[src/rtl/riscv_dcache_ctrl_nway.sv]
// -----------------------------------------------------------------------------
// riscv_dcache_ctrl_nway
// N-way set-associative data-cache controller FSM. It sits between the CPU
// memory stage, the dcache data/tag arrays and the DRAM interface.
// It handles hit access, victim choice, multi-beat write-back and refill, and
// the AMO read-modify-write sequence. It requests pipeline stalls through
// dcache_stall.
//
// Parameters : WAYS/WAY_W (ways, log2), BEATS/BEAT_W (DRAM beats per line, log2)
// Inputs     : clk, rst (sync, active high), cpu_rden/cpu_wren/cpu_amoen,
//              glob_stall, hit_vec/valid_vec/dirty_vec (indexed set),
//              mem_ready (per-beat DRAM acknowledge)
// Outputs    : data array control (cache_rden, cache_wren, cache_insel, way_sel,
//              beat_idx), DRAM control (mem_rden, mem_wren, tag_sel), tag write
//              (replace_tag, set_valid, set_dirty), dcache_stall, AMO enables,
//              state_dbg / rr_ptr_dbg (FSM state and round-robin pointer)
// Option     : `define DCACHE_PERF_EN adds hit_cnt, miss_cnt, wb_cnt outputs
//              (32-bit saturating event counters).
//
// Handshake: one DRAM beat is transferred on each cycle where the controller
// requests (mem_rden/mem_wren=1) and mem_ready=1. mem_ready is ignored in every
// other state.
//
// state_dbg encoding: 0 IDLE, 1 COMPARE_TAG, 2 WRITE_BACK, 3 ALLOCATE,
// 4 CACHE_ACCESS, 5 AMO_MODIFY, 6 AMO_STORE.
// -----------------------------------------------------------------------------
module riscv_dcache_ctrl_nway #(
   parameter int WAYS   = 2,
   parameter int WAY_W  = 1,
   parameter int BEATS  = 4,
   parameter int BEAT_W = 2
) (
   input  logic              clk,
   input  logic              rst,
   input  logic              cpu_rden,
   input  logic              cpu_wren,
   input  logic              cpu_amoen,
   input  logic              glob_stall,
   input  logic [WAYS-1:0]   hit_vec,
   input  logic [WAYS-1:0]   valid_vec,
   input  logic [WAYS-1:0]   dirty_vec,
   input  logic              mem_ready,
   output logic              cache_rden,
   output logic              cache_wren,
   output logic [1:0]        cache_insel,
   output logic [WAY_W-1:0]  way_sel,
   output logic [BEAT_W-1:0] beat_idx,
   output logic              mem_rden,
   output logic              mem_wren,
   output logic              set_dirty,
   output logic              set_valid,
   output logic              replace_tag,
   output logic              tag_sel,
   output logic              dcache_stall,
   output logic              amo_buffer_en,
   output logic              amo_unit_en,
   output logic [2:0]        state_dbg,
   output logic [WAY_W-1:0]  rr_ptr_dbg
`ifdef DCACHE_PERF_EN
   ,
   output logic [31:0]       hit_cnt,
   output logic [31:0]       miss_cnt,
   output logic [31:0]       wb_cnt
`endif
);

   localparam logic [2:0] S_IDLE         = 3'd0;
   localparam logic [2:0] S_COMPARE_TAG  = 3'd1;
   localparam logic [2:0] S_WRITE_BACK   = 3'd2;
   localparam logic [2:0] S_ALLOCATE     = 3'd3;
   localparam logic [2:0] S_CACHE_ACCESS = 3'd4;
   localparam logic [2:0] S_AMO_MODIFY   = 3'd5;
   localparam logic [2:0] S_AMO_STORE    = 3'd6;

   logic [2:0]        state, state_nxt;
   logic              rd_r, wr_r, amo_r;
   logic [WAY_W-1:0]  rr_ptr, victim_way, hit_way, victim_nxt;
   logic [BEAT_W-1:0] beat_cnt;
   logic              hit, any_cpu, last_beat, victim_dirty;

   assign hit          = |hit_vec;
   assign any_cpu      = cpu_rden | cpu_wren | cpu_amoen;
   assign last_beat    = (beat_cnt == BEAT_W'(BEATS - 1));
   assign victim_dirty = dirty_vec[victim_nxt];
   assign state_dbg    = state;
   assign rr_ptr_dbg   = rr_ptr;

   // Downward scans so the lowest-index match wins.
   always_comb begin
      hit_way    = '0;
      victim_nxt = rr_ptr;
      for (int i = WAYS - 1; i >= 0; i--) begin
         if (hit_vec[i])    hit_way    = WAY_W'(i);
         if (!valid_vec[i]) victim_nxt = WAY_W'(i);
      end
   end

   always_comb begin
      state_nxt     = state;
      cache_rden    = 1'b0;
      cache_wren    = 1'b0;
      cache_insel   = 2'b00;
      way_sel       = '0;
      beat_idx      = '0;
      mem_rden      = 1'b0;
      mem_wren      = 1'b0;
      set_dirty     = 1'b0;
      set_valid     = 1'b0;
      replace_tag   = 1'b0;
      tag_sel       = 1'b0;
      dcache_stall  = 1'b0;
      amo_buffer_en = 1'b0;
      amo_unit_en   = 1'b0;
      // Outputs are forced quiet while rst is high, before the state register
      // has been cleared by the reset edge.
      if (!rst) begin
         case (state)
            S_IDLE: begin
               if (any_cpu) state_nxt = S_COMPARE_TAG;
            end
            S_COMPARE_TAG: begin
               if (hit) begin
                  way_sel   = hit_way;
                  set_dirty = 1'b1;
                  set_valid = 1'b1;
                  if (amo_r) begin
                     cache_rden    = 1'b1;
                     amo_buffer_en = 1'b1;
                     replace_tag   = 1'b1;
                     dcache_stall  = 1'b1;
                     state_nxt     = S_AMO_MODIFY;
                  end else begin
                     cache_rden  = rd_r;
                     cache_wren  = wr_r;
                     replace_tag = wr_r;
                     state_nxt   = (glob_stall || any_cpu) ? S_COMPARE_TAG : S_IDLE;
                  end
               end else begin
                  way_sel      = victim_way;
                  dcache_stall = 1'b1;
                  state_nxt    = victim_dirty ? S_WRITE_BACK : S_ALLOCATE;
               end
            end
            S_WRITE_BACK: begin
               way_sel      = victim_way;
               cache_rden   = 1'b1;
               mem_wren     = 1'b1;
               tag_sel      = 1'b1;
               beat_idx     = beat_cnt;
               dcache_stall = 1'b1;
               if (mem_ready && last_beat) state_nxt = S_ALLOCATE;
            end
            S_ALLOCATE: begin
               way_sel      = victim_way;
               mem_rden     = 1'b1;
               beat_idx     = beat_cnt;
               dcache_stall = 1'b1;
               if (mem_ready) begin
                  cache_wren  = 1'b1;
                  cache_insel = 2'b01;
                  if (last_beat) begin
                     replace_tag = 1'b1;
                     set_valid   = 1'b1;
                     set_dirty   = wr_r | amo_r;
                     state_nxt   = S_CACHE_ACCESS;
                  end
               end
            end
            S_CACHE_ACCESS: begin
               way_sel = victim_way;
               if (amo_r) begin
                  cache_rden    = 1'b1;
                  amo_buffer_en = 1'b1;
                  dcache_stall  = 1'b1;
                  state_nxt     = S_AMO_MODIFY;
               end else begin
                  cache_rden = rd_r;
                  cache_wren = wr_r;
                  set_valid  = 1'b1;
                  state_nxt  = (glob_stall || any_cpu) ? S_COMPARE_TAG : S_IDLE;
               end
            end
            S_AMO_MODIFY: begin
               way_sel       = victim_way;
               cache_insel   = 2'b10;
               amo_buffer_en = 1'b1;
               amo_unit_en   = 1'b1;
               dcache_stall  = 1'b1;
               state_nxt     = S_AMO_STORE;
            end
            S_AMO_STORE: begin
               way_sel     = victim_way;
               cache_wren  = 1'b1;
               cache_insel = 2'b10;
               amo_unit_en = 1'b1;
               if (glob_stall)   state_nxt = S_AMO_STORE;
               else if (any_cpu) state_nxt = S_COMPARE_TAG;
               else              state_nxt = S_IDLE;
            end
            default: begin
               dcache_stall = 1'b1;
               state_nxt    = S_IDLE;
            end
         endcase
      end
   end

   always_ff @(posedge clk) begin
      if (rst) begin
         state      <= S_IDLE;
         rd_r       <= 1'b0;
         wr_r       <= 1'b0;
         amo_r      <= 1'b0;
         rr_ptr     <= '0;
         victim_way <= '0;
         beat_cnt   <= '0;
      end else begin
         state <= state_nxt;
         if (!glob_stall) begin
            rd_r  <= cpu_rden;
            wr_r  <= cpu_wren;
            amo_r <= cpu_amoen;
         end
         // Beat counting deliberately ignores glob_stall.
         case (state)
            S_COMPARE_TAG: begin
               if (!hit) begin
                  victim_way <= victim_nxt;
                  beat_cnt   <= '0;
               end
            end
            S_WRITE_BACK: begin
               if (mem_ready) beat_cnt <= last_beat ? '0 : beat_cnt + 1'b1;
            end
            S_ALLOCATE: begin
               if (mem_ready) begin
                  beat_cnt <= last_beat ? '0 : beat_cnt + 1'b1;
                  if (last_beat)
                     rr_ptr <= (rr_ptr == WAY_W'(WAYS - 1)) ? '0 : rr_ptr + 1'b1;
               end
            end
            default: ;
         endcase
      end
   end

`ifdef DCACHE_PERF_EN
   always_ff @(posedge clk) begin
      if (rst) begin
         hit_cnt  <= '0;
         miss_cnt <= '0;
         wb_cnt   <= '0;
      end else if (state == S_COMPARE_TAG) begin
         if (hit && !glob_stall && hit_cnt != 32'hFFFF_FFFF)
            hit_cnt <= hit_cnt + 32'd1;
         if (!hit && miss_cnt != 32'hFFFF_FFFF)
            miss_cnt <= miss_cnt + 32'd1;
         if (!hit && victim_dirty && wb_cnt != 32'hFFFF_FFFF)
            wb_cnt <= wb_cnt + 32'd1;
      end
   end
`endif

endmodule

[config.mk]
export PLATFORM = sky130hd
export DESIGN_NAME = riscv_dcache_ctrl_nway
export DESIGN_NICKNAME = d
export VERILOG_FILES = /design/src/rtl/riscv_dcache_ctrl_nway.sv
export SDC_FILE = /design/constraint.sdc
export NUM_CORES = 1
export LEC_CHECK = 0
export ABC_AREA = 1
export CAP_MARGIN = 20
export CORE_MARGIN = 2
export CORE_UTILIZATION = 40
export CTS_CLUSTER_DIAMETER = 60
export DETAILED_ROUTE_END_ITERATION = 8
export PLACE_DENSITY = 0.84
export SLEW_MARGIN = 20
export SYNTH_ARGS = -nofsm -noshare
export SYNTH_HDL_FRONTEND = slang
export SYNTH_SLANG_ARGS = --single-unit
export TNS_END_PERCENT = 1
[constraint.sdc]
create_clock -name clk -period 1.41 [get_ports clk]
set_input_delay 0.282 -clock clk [delete_from_list [all_inputs] [get_ports clk]]
set_output_delay 0.282 -clock clk [all_outputs]
set_load 0.02 [all_outputs]
# Word level (Yosys, flattened, before mapping)
# Index checks and enable logic that the tools add are counted.
[op_classes]
n_addsub = 2
div_mod_pow = 0
shift = 0
n_reduce_logical = 13
n_bitwise = 4
eq_ne = 13
n_mul = 0
muxes = 66
magnitude_cmp = 1
[ops]
columns = ["operator", "count"]
rows = [
  ["1-bit two-way mux", 42],
  ["3-bit two-way mux", 7],
  ["3-bit case mux with 7 select lines", 1],
  ["2-bit two-way mux", 6],
  ["1-bit case mux with 3 select lines", 4],
  ["2-bit != test (second input constant)", 5],
  ["3-bit equality test (second input constant)", 3],
  ["2-bit case mux with 2 select lines", 2],
  ["2-bit OR reduction", 4],
  ["3-bit by 2-bit equality test with 1-bit output (second input constant)", 2],
  ["1-bit case mux with 2 select lines", 3],
  ["3-bit AND reduction", 2],
  ["5-bit OR reduction", 1],
  ["1-bit case mux with 4 select lines", 1],
  ["4-bit AND reduction", 1],
  ["3-bit by 1-bit equality test with 1-bit output (second input constant)", 1],
  ["3-bit zero test", 1],
  ["1-bit bitwise OR", 3],
  ["2-bit by 1-bit adder with 2-bit output (second input constant)", 1],
  ["2-bit equality test (second input constant)", 1],
  ["1-bit by 2-bit < comparator with 1-bit output (second input constant)", 1],
  ["2-bit by 1-bit != test with 1-bit output (second input constant)", 1],
  ["2-bit AND reduction", 1],
  ["2-bit nonzero test", 1],
  ["other kinds (4)", 4],
]
[totals]
ff_bits = 10
in_bits = 13
wordCells = 106
output_inout_bits = 20
ram_bits = 0
rom_bits = 0
latch_bits = 0
mem_count = 0

# Longest topological paths before layout
[logic_depth]
word_depth = 7
depth_mapped = 8
ltp_nobuf = 8

# Worst setup path after synthesis
# Ideal clock, no wire load.
[synth_timing]
kind = "register to output"
startpoint = "register state[0], in the netlist state_dbg[0]"
endpoint = "output cache_wren"
n_path_buf = 0
arrival_time_ns = 1.497
stages_incl_launch_ff = 7
slack_ns = -0.369
required_time_ns = 1.128
cell_sequence = "dfxtp_1 inv_2 nor2_4 nand3_2 nand2_2 a31oi_1 nor3_1"
[synth_between]
elab_chain_cells = 3
word_cells_on_any_way = 6
classes_between = "eq/ne: 4; mux: 2"
[synth_rtl]
columns = ["item", "line", "source"]
rows = [
  ["start, declared", "75", "logic [2:0] state, state_nxt;"],
  ["start signal, assigned", "218", "state <= state_nxt;"],
  ["3-bit equality test, or another cell as far along", "117", "case (state)"],
  ["1-bit case mux with 4 select lines *", "117", ""],
  ["1-bit two-way mux *", "116", "if (!rst) begin"],
  ["end, declared", "44", "output logic cache_wren,"],
]
# Every way passes the cells marked *; elsewhere a longest branch is shown, timed or not.

# Final worst setup path
[layout_timing]
startpoint = "register state[1], in the netlist state_dbg[1]"
endpoint = "output set_valid"
[layout_between]
elab_chain_cells = 3
word_cells_on_any_way = 5
classes_between = "eq/ne: 3; mux: 2"
[layout_rtl]
columns = ["item", "line", "source"]
rows = [
  ["3-bit equality test, or another cell as far along", "117", ""],
  ["1-bit case mux with 3 select lines *", "117", ""],
  ["1-bit two-way mux *", "116", ""],
  ["end, declared", "51", "output logic set_valid,"],
]
# Marks and branches as above.

==> metrics.yaml <==
final_layout:
  layout.cells.non_filler: 228
  layout.nets: 219
  final_cell_mix: "49 x buf_4, 19 x nor2_1, 16 x nand2_1"
  drive_above_1_share: 0.488
  fill_cells: 93
  seq_area_sq_um: 211
  diodes: 0
  fin_area_sq_um: 1550
  layout_commonest_cell: "buf_4"
  multi_input_area_sq_um: 612
  syn2layout_area_growth_pct: 99.7
setup_path:
  arrival_ns: 1.56
  crit_required_ns: 1.13
  crit_type: "flip-flop to output port"
  r2r_slack_ns: -0.08
  worst-path-max-fanout: 5
  worst-r2r-cell-count: 8
  slowest_stage: "dfxtp_4"
  reg2reg_to: "state_dbg[0]"
  r2r-start: "state_dbg[1]"
  critical_path.cell_chain: "nor2_2 > nand2_4 > o21ai_0 > o21ai_1 > inv_1 > buf_2"
  critPathLaunchType: "flip-flop"
  slowest_delay_ns: 0.38
  cp-end-kind: "output port"
power_and_ir_drop:
  switching_share: 0.485
  seq_power_share: 0.190
  power.total_mw: 2.40
  p_leak_nw: 0.767
  p_sw_mw: 1.16
  power.internal_mw: 1.24
  clockPowerShare: 0.093
  pwr_density_cell_nw_per_um2: 1550
  pwr-share-comb: 0.717
  ir_drop_mv: 1.07
logic_synthesis:
  netlist_area_sq_um: 776
  ys_warn_count: 0
  ys_types: 24
  async_reset_ff_frac: 0
  synth_top_area_share: 0.258
  avgSynthCellArea_sq_um: 5.97
  synth.area.top_cells: "dfxtp_1 26%, nor2_1 12%, nand2_1 11%, a21oi_1 7.7%, o21ai_0 7.7%"
  synth-compound-area-share: 0.208
  synthXorXnorAreaFrac: 0
  syn_inst: 130
  syn_nets: 145
  synth-edff-count: 0
  synth_top_family_by_area: "simple AND/OR/NAND/NOR gates"
  synthMuxAreaShare: 0
  synth-simple-area-share: 0.390
  synthAdderAreaFrac: 0.0323
  ys.flop_type: "dfxtp_1"
  ys_ff_latch: 10
  yosysTopAreaCell: "dfxtp_1"
  ys_seq_area_frac: 0.258
sta:
  fmax_ghz: 0.543
  clock_skew_ns: 0.000512
  fin_ws_ns: -0.433
  whs_ns: 0.516
  finalHoldViolCount: 0
  period_minus_slack_ns: 1.84
  drv_slew: 0
  maxSlewHeadroom: 0.822
  worstMarginPinSlew_ns: 0.266
  finalCritPeriodShare: 1.31
  rsz0062_at_grt: "yes"
  finalSetupViolCount: 19
place:
  gp_congestion: 0.910
  dp.cells: 218
  io_buffers: 32
  place_hpwl_mm: 2.33
  placed_area_sq_um: 1410
  post-place-ws_ns: -0.894
drt:
  vias: 1276
  drt-total-wl_mm: 3.77
  detail_route.iter0.violations: 48
  wl_per_cell_microns: 16.5
  via_per_inst: 5.60
  ant_nets: 0
  first_pass_iters: 4
  drc_errors: 0
floorplan:
  core_area_sq_um: 1780
  num_rows: 15
  io_pins: 33
  dieWidth_microns: 48.0
  die_y_microns: 48.0
  die_area_sq_um: 2310
  start_util: 0.435
min_path:
  hp-start: "rd_r"
  min_path_type: "flip-flop to flip-flop"
  worstHoldPathCells: 2
  hold_end: "rd_r"
cts:
  cts_buffer_depth: 2
  numCtsBuffers: 3
  cts.sinks: 10
  htree_levels: 1
  clkTransAtPathRegs_ns: 0.07
  clockRootBuffer: "clkbuf_4"
  tritoncts: "yes"
  clk_latency_ns: 0.28
global_routing:
  antenna_found_initial: 0
  grt_use_total: 0.327
  grt_pass1_vias: 1153
  grt_max_degree: 9
  overflow: 0
  grt_pass1_wl_mm: 5.15
outcome:
  failed_checks: "negative setup slack"
  status: "finished with violations"
job:
  cap_violations: 0
state kept, by name, summed over array words and instances (netlist names):
name        flops
beat_cnt        2
rr_ptr_dbg      1
victim_way      1
amo_r           1
wr_r            1
state_dbg       3
rd_r            1
per-stage QoR:
step            util  TNS, ns
2_1_floorplan      -  -0.0655
3_3_place_gp   0.792   -11.13
3_5_place_dp   0.792   -12.34
4_1_cts        0.820    -4.00
5_1_grt        0.869    -6.00
6_report       0.869    -4.74
cell type report:
cell class / count / share of cell area
Tap cell: 25 / 0.0202
Inverter: 17 / 0.0477
Clock buffer: 4 / 0.0170
Multi-Input combinational cell: 99 / 0.395
Sequential cell: 10 / 0.137
Timing Repair Buffer: 73 / 0.384
worst max-delay path by stage:
stage                 startpoint         end  cells after the start
floorplan           state_dbg[0]  cache_wren                      6
global placement      hit_vec[1]  cache_wren                      8
detailed placement    hit_vec[1]   set_dirty                      9
CTS                 state_dbg[2]   set_dirty                      8
global route        state_dbg[0]   set_dirty                      8
finish              state_dbg[1]   set_valid                      6
metal layers:
metal  share of wire  wire length, microns  vias to the layer above  track usage
met1            0.40                  1500                      599        0.370
li1                -                     -                      573            -
met3           0.078                   293                       15       0.0528
met2            0.49                  1850                       89        0.568
met5               0                     0                        -            0
met4           0.036                   134                        0        0.200
logic make-up after synthesis:
logic type	Yosys count
AO/OA/AOI/OAI	30
buffers and inverters	21
adder cells (fa/ha/maj)	2
AND/OR/NAND/NOR	67
flip-flops	10
cell usage after synthesis, drive strengths merged, types with 2 or more instances:
library cell,instances
nor2,28
nand2,25
inv,17
o21ai,14
a21oi,13
dfxtp,10
nand3,8
nor3,3
buf,2
clkbuf,2
ha,2
nand3b,2
worst max-delay path, delay by kind of cell, from the launching register on:
kind / cells / cell delay [ns]
AOI/OAI and AO/OA: 2 / 0.37
buffers and inverters: 2 / 0.23
DFF: 1 / 0.38
and+or+nand+nor: 2 / 0.29
power by group through the flow:
stage	Clock, mW	Combinational, mW	Sequential, mW
2_1_floorplan	0	0.646	0.483
3_3_place_gp	0	1.31	0.446
3_5_place_dp	0	1.35	0.450
4_1_cts	0.221	1.44	0.456
5_1_grt	0.241	1.82	0.466
6_report	0.222	1.72	0.458
timing repair:
| item | CTS | global route |
|---|---|---|
| gates resized for setup | 103 | 26 |
| hold buffers | 0 | 0 |
| setup endpoints to repair | 22 | 23 |
| pin swaps | 5 | 4 |
| setup buffers | 4 | 2 |
No activity file was read; power rests on OpenSTA's default activity.
